**src/rtl/servo_pulse_capture.sv**
```systemverilog
// Servo PWM pulse-width capture: measures high time in whole microseconds.
// Optional glitch filter enabled by defining SERVO_CAPTURE_FILTER_EN.
module servo_pulse_capture #(
  parameter int TICKS_PER_US  = 25,
  parameter int MIN_US        = 500,
  parameter int MAX_US        = 2500,
  parameter int TIMEOUT_TICKS = 1000000,
  parameter int FILTER_LEN    = 4
) (
  input  logic        CLK,
  input  logic        RST_N,
  input  logic        PMOD,
  output logic [31:0] width_us,
  output logic        valid,
  output logic        range_err,
  output logic        signal_lost
);

  localparam int PW =
    (TICKS_PER_US > 1) ? $clog2(TICKS_PER_US) : 1;

  if (FILTER_LEN < 2 || MIN_US > MAX_US) begin : g_bad_cfg
    $error("servo_pulse_capture: bad parameters");
  end

  typedef enum logic [1:0] {
    ARM,
    IDLE,
    HIGH,
    OVERRUN
  } state_t;

  state_t         state;
  logic           s1;
  logic           s2;
  logic           lvl;
  logic           lvl_d;
  logic           rise;
  logic           fall;
  logic [PW-1:0]  presc;
  logic [31:0]    us_cnt;
  logic [31:0]    us_nxt;
  logic           wrap;
  logic [31:0]    loss_cnt;

  always_ff @(posedge CLK or negedge RST_N) begin
    if (!RST_N) begin
      s1 <= 1'b0;
      s2 <= 1'b0;
    end else begin
      s1 <= PMOD;
      s2 <= s1;
    end
  end

`ifdef SERVO_CAPTURE_FILTER_EN
  localparam int FW = $clog2(FILTER_LEN);
  // ARM must not trust lvl until the filter has had time to settle
  localparam int PRIME = FILTER_LEN + 1;

  logic [FW-1:0] fcnt;
  logic          flt;

  always_ff @(posedge CLK or negedge RST_N) begin
    if (!RST_N) begin
      fcnt <= '0;
      flt  <= 1'b0;
    end else if (s2 == flt) begin
      fcnt <= '0;
    end else if (fcnt == FW'(FILTER_LEN - 2)) begin
      fcnt <= '0;
      flt  <= s2;
    end else begin
      fcnt <= fcnt + 1'b1;
    end
  end

  assign lvl = flt;
`else
  localparam int PRIME = 2;

  assign lvl = s2;
`endif

  localparam int PCW = $clog2(PRIME + 1);

  logic [PCW-1:0] prime_cnt;

  always_ff @(posedge CLK or negedge RST_N) begin
    if (!RST_N) begin
      lvl_d <= 1'b0;
    end else begin
      lvl_d <= lvl;
    end
  end

  assign rise = lvl & ~lvl_d;
  assign fall = ~lvl & lvl_d;

  // us_nxt includes the current cycle, so the fall cycle is counted
  assign wrap   = (presc == PW'(TICKS_PER_US - 1));
  assign us_nxt = us_cnt + {31'd0, wrap};

  always_ff @(posedge CLK or negedge RST_N) begin
    if (!RST_N) begin
      state     <= ARM;
      prime_cnt <= '0;
      presc     <= '0;
      us_cnt    <= '0;
      width_us  <= '0;
      valid     <= 1'b0;
      range_err <= 1'b0;
      loss_cnt  <= 32'(TIMEOUT_TICKS);
    end else begin
      valid     <= 1'b0;
      range_err <= 1'b0;
      if (loss_cnt != 32'(TIMEOUT_TICKS)) begin
        loss_cnt <= loss_cnt + 32'd1;
      end
      unique case (state)
        ARM: begin
          if (prime_cnt != PCW'(PRIME)) begin
            prime_cnt <= prime_cnt + 1'b1;
          end else if (!lvl) begin
            state <= IDLE;
          end
        end
        IDLE: begin
          if (rise) begin
            state  <= HIGH;
            presc  <= '0;
            us_cnt <= '0;
          end
        end
        HIGH: begin
          presc  <= wrap ? '0 : presc + 1'b1;
          us_cnt <= us_nxt;
          if (fall) begin
            state <= IDLE;
            if (us_nxt >= 32'(MIN_US) &&
                us_nxt <= 32'(MAX_US)) begin
              width_us <= us_nxt;
              valid    <= 1'b1;
              loss_cnt <= '0;
            end else begin
              range_err <= 1'b1;
            end
          end else if (us_nxt == 32'(MAX_US + 1)) begin
            range_err <= 1'b1;
            state     <= OVERRUN;
          end
        end
        OVERRUN: begin
          if (fall) begin
            state <= IDLE;
          end
        end
        default: state <= ARM;
      endcase
    end
  end

  assign signal_lost = (loss_cnt == 32'(TIMEOUT_TICKS));

endmodule

```
**config.mk**
```make
export PLATFORM = sky130hd
export DESIGN_NAME = servo_pulse_capture
export DESIGN_NICKNAME = d
export VERILOG_FILES = /design/src/rtl/servo_pulse_capture.sv
export SDC_FILE = /design/constraint.sdc
export NUM_CORES = 1
export LEC_CHECK = 0
export BUFFER_PORTS_ARGS = -buffer_cell sky130_fd_sc_hd__buf_4
export CORE_MARGIN = 5
export CORE_UTILIZATION = 45
export CTS_CLUSTER_DIAMETER = 50
export DETAILED_ROUTE_END_ITERATION = 8
export PLACE_DENSITY = 0.68
export SYNTH_ARGS = -nofsm -noshare
export SYNTH_HDL_FRONTEND = slang
export SYNTH_SLANG_ARGS = --single-unit
```
**constraint.sdc**
```tcl
create_clock -name CLK -period 4.9 [get_ports CLK]
set_clock_uncertainty 0.15 [all_clocks]
set_input_delay 0.245 -clock CLK [delete_from_list [all_inputs] [get_ports CLK]]
set_output_delay 0.245 -clock CLK [all_outputs]
set_load 0.02 [all_outputs]
```
After elaboration in Yosys (flattened, before gate mapping) --
Index checks and enable logic that the tools add are counted.
Cells by class: add/subtract/negate cells 4, magnitude comparators 2, eq/ne operators 13, muxes and demuxes 23, bitwise logic cells 4, reduce and logical (&&, ||, !) cells 7
Operators by type and width (count):
- two-way mux 32 bit | 5
- one-hot mux 32 bit (2 select lines) | 1
- adder 32 x 1 -> 32 bit | 1
- adder 32 x 1 -> 32 bit (second input constant) | 1
- equality test 32 x 12 -> 1 bit (second input constant) | 1
- equality test 32 x 20 -> 1 bit (second input constant) | 1
- >= comparator 32 x 9 -> 1 bit (second input constant) | 1
- <= comparator 32 x 12 -> 1 bit (second input constant) | 1
- != test 32 x 20 -> 1 bit (second input constant) | 1
- two-way mux 2 bit | 6
- two-way mux 5 bit | 2
- != test 2 bit (second input constant) | 5
- one-hot mux 5 bit (2 select lines) | 1
- one-hot mux 2 bit (4 select lines) | 1
- two-way mux 1 bit | 7
- adder 5 x 1 -> 5 bit (second input constant) | 1
- equality test 5 bit (second input constant) | 1
- AND reduction 5 bit | 1
- equality test 2 bit (second input constant) | 2
- AND reduction 2 bit | 2
- != test 3 bit (second input constant) | 1
- AND reduction 3 bit | 1
- adder 2 x 1 -> 2 bit (second input constant) | 1
- AND 1 bit | 2
- other kinds (5) | 6
Word-level totals: register bits 110, input bits 3

Longest topological paths before layout --
Gate-level depths: netlist (run 1).
depth in word-level cells 7, depth in mapped cells 17, depth with buffers taken out 14

Least setup slack after synthesis (run 1) --
No wires, ideal clock.
path kind reg2reg, start register presc[0], end register width_us[0], setup time 0.128 ns, arrival time 3.854 ns, data required time 4.622 ns, path slack 0.768 ns, cell stages (with the launch flop) 16, buffers on the path 2, cell sequence dfrtp_1 inv_1 ha_1 nand4b_1 inv_1 ha_1 nand4_4 or4_1 buf_2 or4_4 mux2_4 o22ai_1 nand4_2 nor4_2 buf_4 mux2_1
On the way: word-level cells in the longest chain between the ends 5
Ends and longest elaborated chain:
- start: declaration | RTL line 40 | logic [PW-1:0] presc;
- start signal: assignment | RTL line 136 | presc <= wrap ? '0 : presc + 1'b1;
- equality test 5 bit * | RTL line 101 | assign wrap = (presc == PW'(TICKS_PER_US - 1));
- adder 32 x 1 -> 32 bit * | RTL line 102 | assign us_nxt = us_cnt + {31'd0, wrap};
- >= comparator 32 x 9 -> 1 bit / <= comparator 32 x 12 -> 1 bit (equally long branches) | RTL line 140, 141
- logical AND 1 bit | RTL line 140 | if (us_nxt >= 32'(MIN_US) &&
- AND reduction 3 bit (no line)
- end signal: assignment | RTL line 142 | width_us <= us_nxt;
- end: declaration | RTL line 13 | output logic [31:0] width_us,
Mark *: on every way between the ends. The rest lies on a longest branch, timed or not. A chain may end at the register's enable or synchronous reset.

Worst setup path in the final report (run 1) --
start register presc[0], end register loss_cnt[20]
On the way: word-level cells in the longest chain between the ends 7
Ends and longest elaborated chain:
- equality test 5 bit * | RTL line 101
- adder 32 x 1 -> 32 bit * | RTL line 102
- >= comparator 32 x 9 -> 1 bit / <= comparator 32 x 12 -> 1 bit (equally long branches) | RTL line 140, 141
- logical AND 1 bit * | RTL line 140
- two-way mux 32 bit * | RTL line 140
- two-way mux 32 bit * | RTL line 138 | if (fall) begin
- two-way mux 32 bit * | RTL line 120 | unique case (state)
- end signal: assignment | RTL line 113 | loss_cnt <= 32'(TIMEOUT_TICKS);
- end signal: assignment | RTL line 118 | loss_cnt <= loss_cnt + 32'd1;
- end: declaration | RTL line 44 | logic [31:0] loss_cnt;
Marked as above.

==> results.cfg, run 1 <==
[yosys]
yosysWarnings = 0
synth_edf_count = 0
synth_nets = 655
synth_seq_cells = 110
async_flop_share = 1.00
ys_types = 62
ys_seq_area_frac = 0.465
synth-main-ff-cell = dfrtp_1
synth_cells = 641
syn-cell-area_um2 = 5940
synth.avg_cell_area_um2 = 9.27

[clock_network]
cts_setup_buffers = 0
root_buffer = clkbuf_16
cts_buffer_depth = 2
cts_tree = yes
cts_buffers = 9
cts_max_level = 3
cts.sinks = 110
path_clk_slew_ns = 0.08
clock_latency_ns = 0.35

[critical_path]
r2r_cells = 15
crit_required_ns = 4.98
cp-start-kind = flip-flop
r2r_slack_ns = 0.41
end_kind = flip-flop
worstSetupPathType = flip-flop to flip-flop
crit_arrival_ns = 4.57
cp_max_fo = 34

[finish]
mostFrequentLayoutCell = dfrtp_1
antenna_cells = 0
final_cell_mix = 103 x dfrtp_1, 80 x nor2_1, 55 x nand2_1, 48 x o21ai_0, 48 x buf_4
drive_above_1_share = 0.135
fill_cells = 1194
layout.nets = 674
synthToLayoutAreaGrowth_pct = 12.4

[power]
p_leak_nw = 3.02
p_per_area_nw_per_um2 = 287
p_switching_mw = 0.513
combPwrFrac = 0.130
power.internal_mw = 1.41
ir_drop_mv = 0.170
p_total_mw = 1.92
clock_power_share = 0.381
netSwitchingFraction = 0.268
p_seq_frac = 0.489

[sta]
setup_viol = 0
rsz0062_at_grt = no
slew_viol_final = 0
hold_viol = 0
hold_ws_ns = 0.204
relSlewSlack = 0.419
min_period_over_period = 0.917
tns_ns = 0
clock.fmax_mhz = 223
final.min_clock_period_ns = 4.49
worst_pin_slew_ns = 0.864

[grt]
grt_pass1_vias = 4458
antenna_found_initial = 0
grt_max_degree = 64
grt_use_total = 0.167
grt.overflow.total = 0
grt_pass1_wl_um = 22000

[detailed_routing]
vias_per_cell = 5.53
drt_iter0_drc = 299
wl_um = 12600
final_antenna_net_count = 0
drc = 0
wire_per_inst_um = 15.0
vias = 4654
first_pass_iters = 5

[die]
fp.coreArea_um2 = 13100
dieArea_um2 = 15600
die_h_um = 125
ioPinCount = 38
rows = 42
chipWidth_um = 125
initial_utilization = 0.454

[flow_run]
maxCapViolCount = 0

[worst_hold_path]
worstHoldPathCells = 0
worstHoldPathType = flip-flop to flip-flop

[placed_design]
numPortBuffers = 37
gp_congestion = 0.858
dp_hpwl_um = 8650

[outcome]
status = completed
synthesized netlist by cell type (all sizes together) (5+ instances only):
cell | count | share of area
clkbuf | 27 | 0.017
xnor2 | 18 | 0.027
and3 | 10 | 0.011
nand4 | 20 | 0.026
xor2 | 27 | 0.040
a21o | 5 | 0.0063
nor3 | 11 | 0.0093
or4 | 5 | 0.0070
inv | 18 | 0.011
buf | 16 | 0.016
mux2 | 14 | 0.027
nand2b | 7 | 0.0074
or3 | 7 | 0.0074
nand2 | 55 | 0.035
o21ai | 48 | 0.040
nor2 | 80 | 0.051
nand3 | 34 | 0.029
o31ai | 11 | 0.014
and4 | 7 | 0.010
nor2b | 20 | 0.021
a31oi | 6 | 0.0063
dfrtp | 103 | 0.43
a21oi | 13 | 0.011
ha | 11 | 0.023
mux2i | 7 | 0.012
dfstp | 7 | 0.031
nor4 | 9 | 0.011
path summary, 6_finish.rpt:
check | start | endpoint
min in group asynchronous | RST_N | us_cnt[18]$_DFFE_PN0P_
worst max-delay path | presc[0]$_DFFE_PN0P_ | loss_cnt[20]$_DFF_PN0_
worst min register to register | s1$_DFF_PN0_ | lvl$_DFF_PN0_
worst max register to register | presc[0]$_DFFE_PN0P_ | loss_cnt[20]$_DFF_PN0_
worst min-delay path | s1$_DFF_PN0_ | lvl$_DFF_PN0_
max in group asynchronous | RST_N | loss_cnt[25]$_DFF_PN0_
layer usage:
| metal | global-route usage | vias to the layer above | routed length (um) |
|---|---|---|---|
| met5 | 0 | - | 0 |
| met4 | 0.0548 | 0 | 180 |
| met3 | 0.0283 | 14 | 446 |
| met2 | 0.268 | 84 | 6060 |
| met1 | 0.231 | 2276 | 5910 |
| li1 | - | 2280 | - |
layout make-up:
| type | instances | area, um2 | share of cell area |
|---|---|---|---|
| Multi-Input combinational cell | 470 | 2930 | 0.439 |
| Sequential cell | 110 | 2760 | 0.414 |
| Clock inverter | 4 | 56.3 | 0.00843 |
| Tap cell | 176 | 220 | 0.0330 |
| Clock buffer | 12 | 236 | 0.0354 |
| Inverter | 18 | 67.6 | 0.0101 |
| Timing Repair Buffer | 51 | 400 | 0.0600 |
registers in the layout (all words and copies together) (netlist names):
| name | cells |
|---|---|
| loss_cnt | 32 |
| us_cnt | 32 |
| width_us | 32 |
| presc | 5 |
| prime_cnt | 2 |
| state | 2 |
| lvl | 1 |
| lvl_d | 1 |
| range_err | 1 |
| s1 | 1 |
| valid | 1 |
worst max-delay path, stage by stage, from the launching register on:
cell and delay, ns:
dfrtp_1 0.44, inv_1 0.09, ha_1 0.14, nand4b_1 0.16, inv_1 0.10, ha_1 0.24, nand4_4 0.11, or4_1 0.56
or4_4 0.57, mux2_4 0.31, o22ai_1 0.21, nand4_2 0.25, nor4_4 0.40, buf_12 0.25, buf_4 0.29, nor2_1 0.09
through the flow:
step	cell area, um2	std cells	utilization	setup slack, ns
final	6680	841	0.510	0.406
after CTS	6670	841	0.510	0.355
after global placement	6360	823	0.486	0.521
after global routing	6680	841	0.510	0.0839
after detailed placement	6360	823	0.486	0.412
after floorplan	5940	641	-	0.768
timing repair:
| item | in CTS | in global routing |
|---|---|---|
| gates resized for setup | 0 | 2 |
| setup endpoints to repair | 0 | 22 |
| hold buffers | 2 | 0 |
| endpoints found under the hold margin | 61 | 0 |
cells by family after synthesis:
group | synth area share
compound gates | 0.120
simple gates | 0.242
xor+xnor | 0.0664
flops | 0.465
fa+ha+maj | 0.0232
mux | 0.0390
buf+inv | 0.0444
power by group through the flow:
| stage | combinational [mW] | clock (mW) | sequential (mW) |
|---|---|---|---|
| after detailed placement | 0.250 | 0 | 0.957 |
| after global placement | 0.244 | 0 | 0.955 |
| after CTS | 0.253 | 0.751 | 0.939 |
| final | 0.250 | 0.730 | 0.939 |
| after floorplan | 0.176 | 0 | 0.954 |
| after global routing | 0.285 | 0.787 | 0.942 |
Note: power is estimated with default switching activity, not from simulation.
==> run 2, diff against run 1 <==
CTS_BUF_LIST = sky130_fd_sc_hd__clkbuf_8   (was not set)
==> run 2 against run 1 <==
Sequential cell count unchanged. Routed wire length decreased by 0.53%. First-iteration DRC count decreased by 17%. Sequential power is essentially flat. Combinational power barely moved. Worst hold slack gained 0.0063 ns. Setup slack improved by 0.034 ns. Sequential share of layout area increased by 0.64 points. Global-route usage about the same. Critical path type unchanged. Largest power group unchanged. Highest routed layer unchanged.
==> results.cfg, run 2 (synthesis results as in run 1) <==
[finish]
synthToLayoutAreaGrowth_pct = 10.7
top_regs = loss_cnt: 32 flops, us_cnt: 32 flops, width_us: 32 flops
layout.nets = 674
drive_above_1_share = 0.135
final_cell_mix = 103 x dfrtp_1, 80 x nor2_1, 55 x nand2_1, 48 x o21ai_0, 48 x buf_4
antenna_cells = 0
mostFrequentLayoutCell = dfrtp_1

[placed_design]
numPortBuffers = 37
dp_hpwl_um = 8650
gp_congestion = 0.858

[power]
p_switching_mw = 0.497
ir_drop_mv = 0.147
p_per_area_nw_per_um2 = 264
combPwrFrac = 0.144
p_total_mw = 1.74
netSwitchingFraction = 0.286
clock_power_share = 0.316
p_seq_frac = 0.541
power.internal_mw = 1.24
p_leak_nw = 2.98

[sta]
final.min_clock_period_ns = 4.46
relSlewSlack = 0.406
rsz0062_at_grt = no
min_period_over_period = 0.910
worst_pin_slew_ns = 0.883
hold_viol = 0
setup_viol = 0
clock.fmax_mhz = 224
slew_viol_final = 0
tns_ns = 0

[detailed_routing]
final_antenna_net_count = 0
wire_per_inst_um = 14.9
vias = 4618
vias_per_cell = 5.49
drt_iter0_drc = 248
wl_um = 12500
drc = 0
first_pass_iters = 5

[grt]
grt.overflow.total = 0
grt_use_total = 0.167
grt_pass1_vias = 4483
antenna_found_initial = 0
grt_pass1_wl_um = 21800
grt_max_degree = 64

[die]
chipWidth_um = 125
initial_utilization = 0.454
fp.coreArea_um2 = 13100
dieArea_um2 = 15600
die_h_um = 125
rows = 42
ioPinCount = 38

[clock_network]
cts_tree = yes
cts_setup_buffers = 0
cts.sinks = 110
cts_max_level = 3
root_buffer = clkbuf_8
clock_latency_ns = 0.39
path_clk_slew_ns = 0.11
cts_buffer_depth = 2
cts_buffers = 9

[critical_path]
r2r_cells = 15
crit_arrival_ns = 4.58
worstSetupPathType = flip-flop to flip-flop
r2r_end = loss_cnt[20]$_DFF_PN0_
r2r_slack_ns = 0.44
reg2reg_from = presc[0]$_DFFE_PN0P_
crit_required_ns = 5.02
cp-start-kind = flip-flop
cp_max_fo = 34
end_kind = flip-flop

[worst_hold_path]
min_to = lvl$_DFF_PN0_
worstHoldPathType = flip-flop to flip-flop
worstHoldStart = s1$_DFF_PN0_
worstHoldPathCells = 0

[outcome]
status = completed

[flow_run]
maxCapViolCount = 0
-- run 2: cell types whose count changed in the layout (fill, tap and decap cells not counted), sizes merged --
cell / change
clkbuf: -3
inv: +3
-- run 2: worst max path at each step --
stage,startpoint,end,slack (ns),cells past startpoint
final,presc[0]$_DFFE_PN0P_,loss_cnt[20]$_DFF_PN0_,0.44,15
after floorplan,presc[0]$_DFFE_PN0P_,width_us[0]$_DFFE_PN0P_,0.77,15
after detailed placement,presc[0]$_DFFE_PN0P_,loss_cnt[20]$_DFF_PN0_,0.41,17
after global routing,presc[0]$_DFFE_PN0P_,loss_cnt[0]$_DFF_PN0_,0.08,16
after CTS,presc[0]$_DFFE_PN0P_,loss_cnt[20]$_DFF_PN0_,0.37,17
after global placement,presc[0]$_DFFE_PN0P_,loss_cnt[0]$_DFF_PN0_,0.52,17
-- run 2: layer usage --
metal  GRT usage  vias up  share of wire
met5           0        -              0
li1            -     2280              -
met2       0.267       84           0.47
met4      0.0542        0          0.015
met3      0.0360       15          0.041
met1       0.228     2239           0.47
-- run 2: repair_timing --
action | 4_1_cts | 5_1_grt
endpoints found under the hold margin | 61 | 0
endpoints found under the setup margin | 0 | 22
resized for setup | 0 | 2
hold buffers | 2 | 0
-- run 2: area by class of cell --
class	count	area [um2]
clock buffer	9	124
clock inverter	7	67.6
fill	1197	6510
sequential	110	2760
inverter	18	67.6
multi-input combinational	470	2930
tap	176	220
timing repair buffer	51	400
-- run 2: power groups by stage --
| stage | combinational [mW] | clock [mW] | sequential, mW |
|---|---|---|---|
| after global routing | 0.285 | 0.602 | 0.943 |
| after floorplan | 0.176 | 0 | 0.954 |
| after global placement | 0.244 | 0 | 0.955 |
| after CTS | 0.253 | 0.565 | 0.939 |
| after detailed placement | 0.250 | 0 | 0.957 |
| final | 0.250 | 0.548 | 0.939 |
-- run 2: through the flow --
step           std cells  setup slack, ns  area (um2)  utilization  hold WS (ns)
6_report             841            0.440        6580        0.502         0.210
5_1_grt              841           0.0787        6580        0.502         0.218
4_1_cts              841            0.366        6570        0.502         0.214
3_5_place_dp         823            0.412        6360        0.486         0.187
3_3_place_gp         823            0.521        6360        0.486         0.187
2_1_floorplan        641            0.768        5940            -        -0.201
-- run 2: critical path, cell delays in order (launching register included) --
cell and delay [ns]:
dfrtp_1 0.45, inv_1 0.08, ha_1 0.14, nand4b_1 0.16, inv_1 0.09, ha_1 0.24, nand4_4 0.11, or4_1 0.56
or4_4 0.57, mux2_4 0.31, o22ai_1 0.21, nand4_2 0.25, nor4_4 0.39, buf_12 0.25, buf_4 0.28, nor2_1 0.08
==> run 3, diff against run 2 <==
MAX_ROUTING_LAYER = met4   (was not set)
==> run 3 against run 2 <==
Global-route usage increased by 0.50 points. Design area unchanged. Critical endpoint unchanged. Via count increased by 0.52%. Critical path depth unchanged. Highest routed layer unchanged. Clock-buffer cell count unchanged. Routed wire length decreased by 0.52%.
==> results.cfg, run 3 (synthesis results as in run 1) <==
[grt]
grt_max_degree = 64
grt_pass1_vias = 4471
grt.overflow.total = 0
grt_pass1_wl_um = 21900
antenna_found_initial = 0
grt_use_total = 0.172

[sta]
rsz0062_at_grt = no
relSlewSlack = 0.419
setup_viol = 0
clock.fmax_mhz = 224
slew_viol_final = 0
tns_ns = 0
final.min_clock_period_ns = 4.46
min_period_over_period = 0.910
worst_pin_slew_ns = 0.863
hold_viol = 0

[die]
dieArea_um2 = 15600
rows = 42
ioPinCount = 38
initial_utilization = 0.454
fp.coreArea_um2 = 13100
chipWidth_um = 125
die_h_um = 125

[finish]
finalCoreUtilization = 0.502
fin_area_um2 = 6580
antenna_cells = 0
fill_cells = 1197
mostFrequentLayoutCell = dfrtp_1
final_cell_mix = 103 x dfrtp_1, 80 x nor2_1, 55 x nand2_1, 48 x o21ai_0, 48 x buf_4
synthToLayoutAreaGrowth_pct = 10.7
layout.nets = 674
drive_above_1_share = 0.135
top_regs = loss_cnt: 32 flops, us_cnt: 32 flops, width_us: 32 flops
fin_cells = 841

[critical_path]
crit_end = loss_cnt[20]$_DFF_PN0_
worstSetupPathType = flip-flop to flip-flop
crit_required_ns = 5.02
cp_max_fo = 34
cp-start-kind = flip-flop
crit_arrival_ns = 4.58
reg2reg_from = presc[0]$_DFFE_PN0P_
r2r_cells = 15
r2r_slack_ns = 0.44
end_kind = flip-flop
r2r_end = loss_cnt[20]$_DFF_PN0_
startpoint = presc[0]$_DFFE_PN0P_

[power]
p_leak_nw = 2.98
p_total_mw = 1.74
p_switching_mw = 0.497
ir_drop_mv = 0.147
p_per_area_nw_per_um2 = 264
power.internal_mw = 1.24
clock_power_share = 0.315
p_seq_frac = 0.541
combPwrFrac = 0.144
netSwitchingFraction = 0.286

[worst_hold_path]
worstHoldPathCells = 0
worstHoldPathType = flip-flop to flip-flop

[detailed_routing]
wire_per_inst_um = 14.8
drt_iter0_drc = 292
wl_um = 12500
drc = 0
first_pass_iters = 5
vias = 4642
vias_per_cell = 5.52
final_antenna_net_count = 0

[clock_network]
cts.sinks = 110
path_clk_slew_ns = 0.11
cts_buffers = 9
cts_setup_buffers = 0
cts_tree = yes
root_buffer = clkbuf_8
cts_buffer_depth = 2
cts_max_level = 3
clock_latency_ns = 0.39

[placed_design]
placed_cell_area_um2 = 6360
placed_cells = 823
gp_congestion = 0.872
numPortBuffers = 37
dp_hpwl_um = 8650

[outcome]
status = completed

[flow_run]
maxCapViolCount = 0
run 3: cell type report:
type                            count  area [um2]  share of cell area
Timing Repair Buffer               51         400              0.0609
Clock buffer                        9         124              0.0188
Sequential cell                   110        2760               0.420
Multi-Input combinational cell    470        2930               0.446
Inverter                           18        67.6              0.0103
Clock inverter                      7        67.6              0.0103
Tap cell                          176         220              0.0335
run 3: stage by stage:
step | hold WS [ns] | setup slack (ns)
after global routing | 0.218 | 0.0746
after floorplan | -0.201 | 0.768
after detailed placement | 0.187 | 0.412
after global placement | 0.187 | 0.521
after CTS | 0.214 | 0.366
final | 0.210 | 0.443
run 3: power by group through the flow:
stage	Sequential (mW)	Clock, mW	Combinational [mW]
final	0.939	0.547	0.250
after global routing	0.943	0.601	0.285
after CTS	0.939	0.565	0.253
after detailed placement	0.957	0	0.250
after global placement	0.955	0	0.244
after floorplan	0.954	0	0.176
run 3: worst max-delay path, stage by stage (launching register included):
cell and delay (ns):
dfrtp_1 0.45, inv_1 0.09, ha_1 0.14, nand4b_1 0.16
inv_1 0.09, ha_1 0.24, nand4_4 0.11, or4_1 0.56
or4_4 0.57, mux2_4 0.31, o22ai_1 0.21, nand4_2 0.25
nor4_4 0.39, buf_12 0.25, buf_4 0.28, nor2_1 0.08
run 3: how the worst min path moves through the flow:
stage                 start                     to  slack, ns
5_1_grt        s1$_DFF_PN0_          lvl$_DFF_PN0_       0.22
2_1_floorplan         RST_N  loss_cnt[0]$_DFF_PN0_      -0.20
4_1_cts        s1$_DFF_PN0_          lvl$_DFF_PN0_       0.21
3_3_place_gp   s1$_DFF_PN0_          lvl$_DFF_PN0_       0.19
6_report       s1$_DFF_PN0_          lvl$_DFF_PN0_       0.21
3_5_place_dp   s1$_DFF_PN0_          lvl$_DFF_PN0_       0.19
run 3: repair_timing:
action,4_1_cts,5_1_grt
hold endpoints to repair,61,0
resized for setup,0,2
setup endpoints to repair,0,22
hold buffers,2,0
run 3: per-layer routing:
metal  wire length [um]  vias up  track usage
met5                  0        -            -
met4                180        0       0.0542
met3                505       14       0.0352
met2               5890       83        0.267
met1               5890     2256        0.229
li1                   -     2289            -
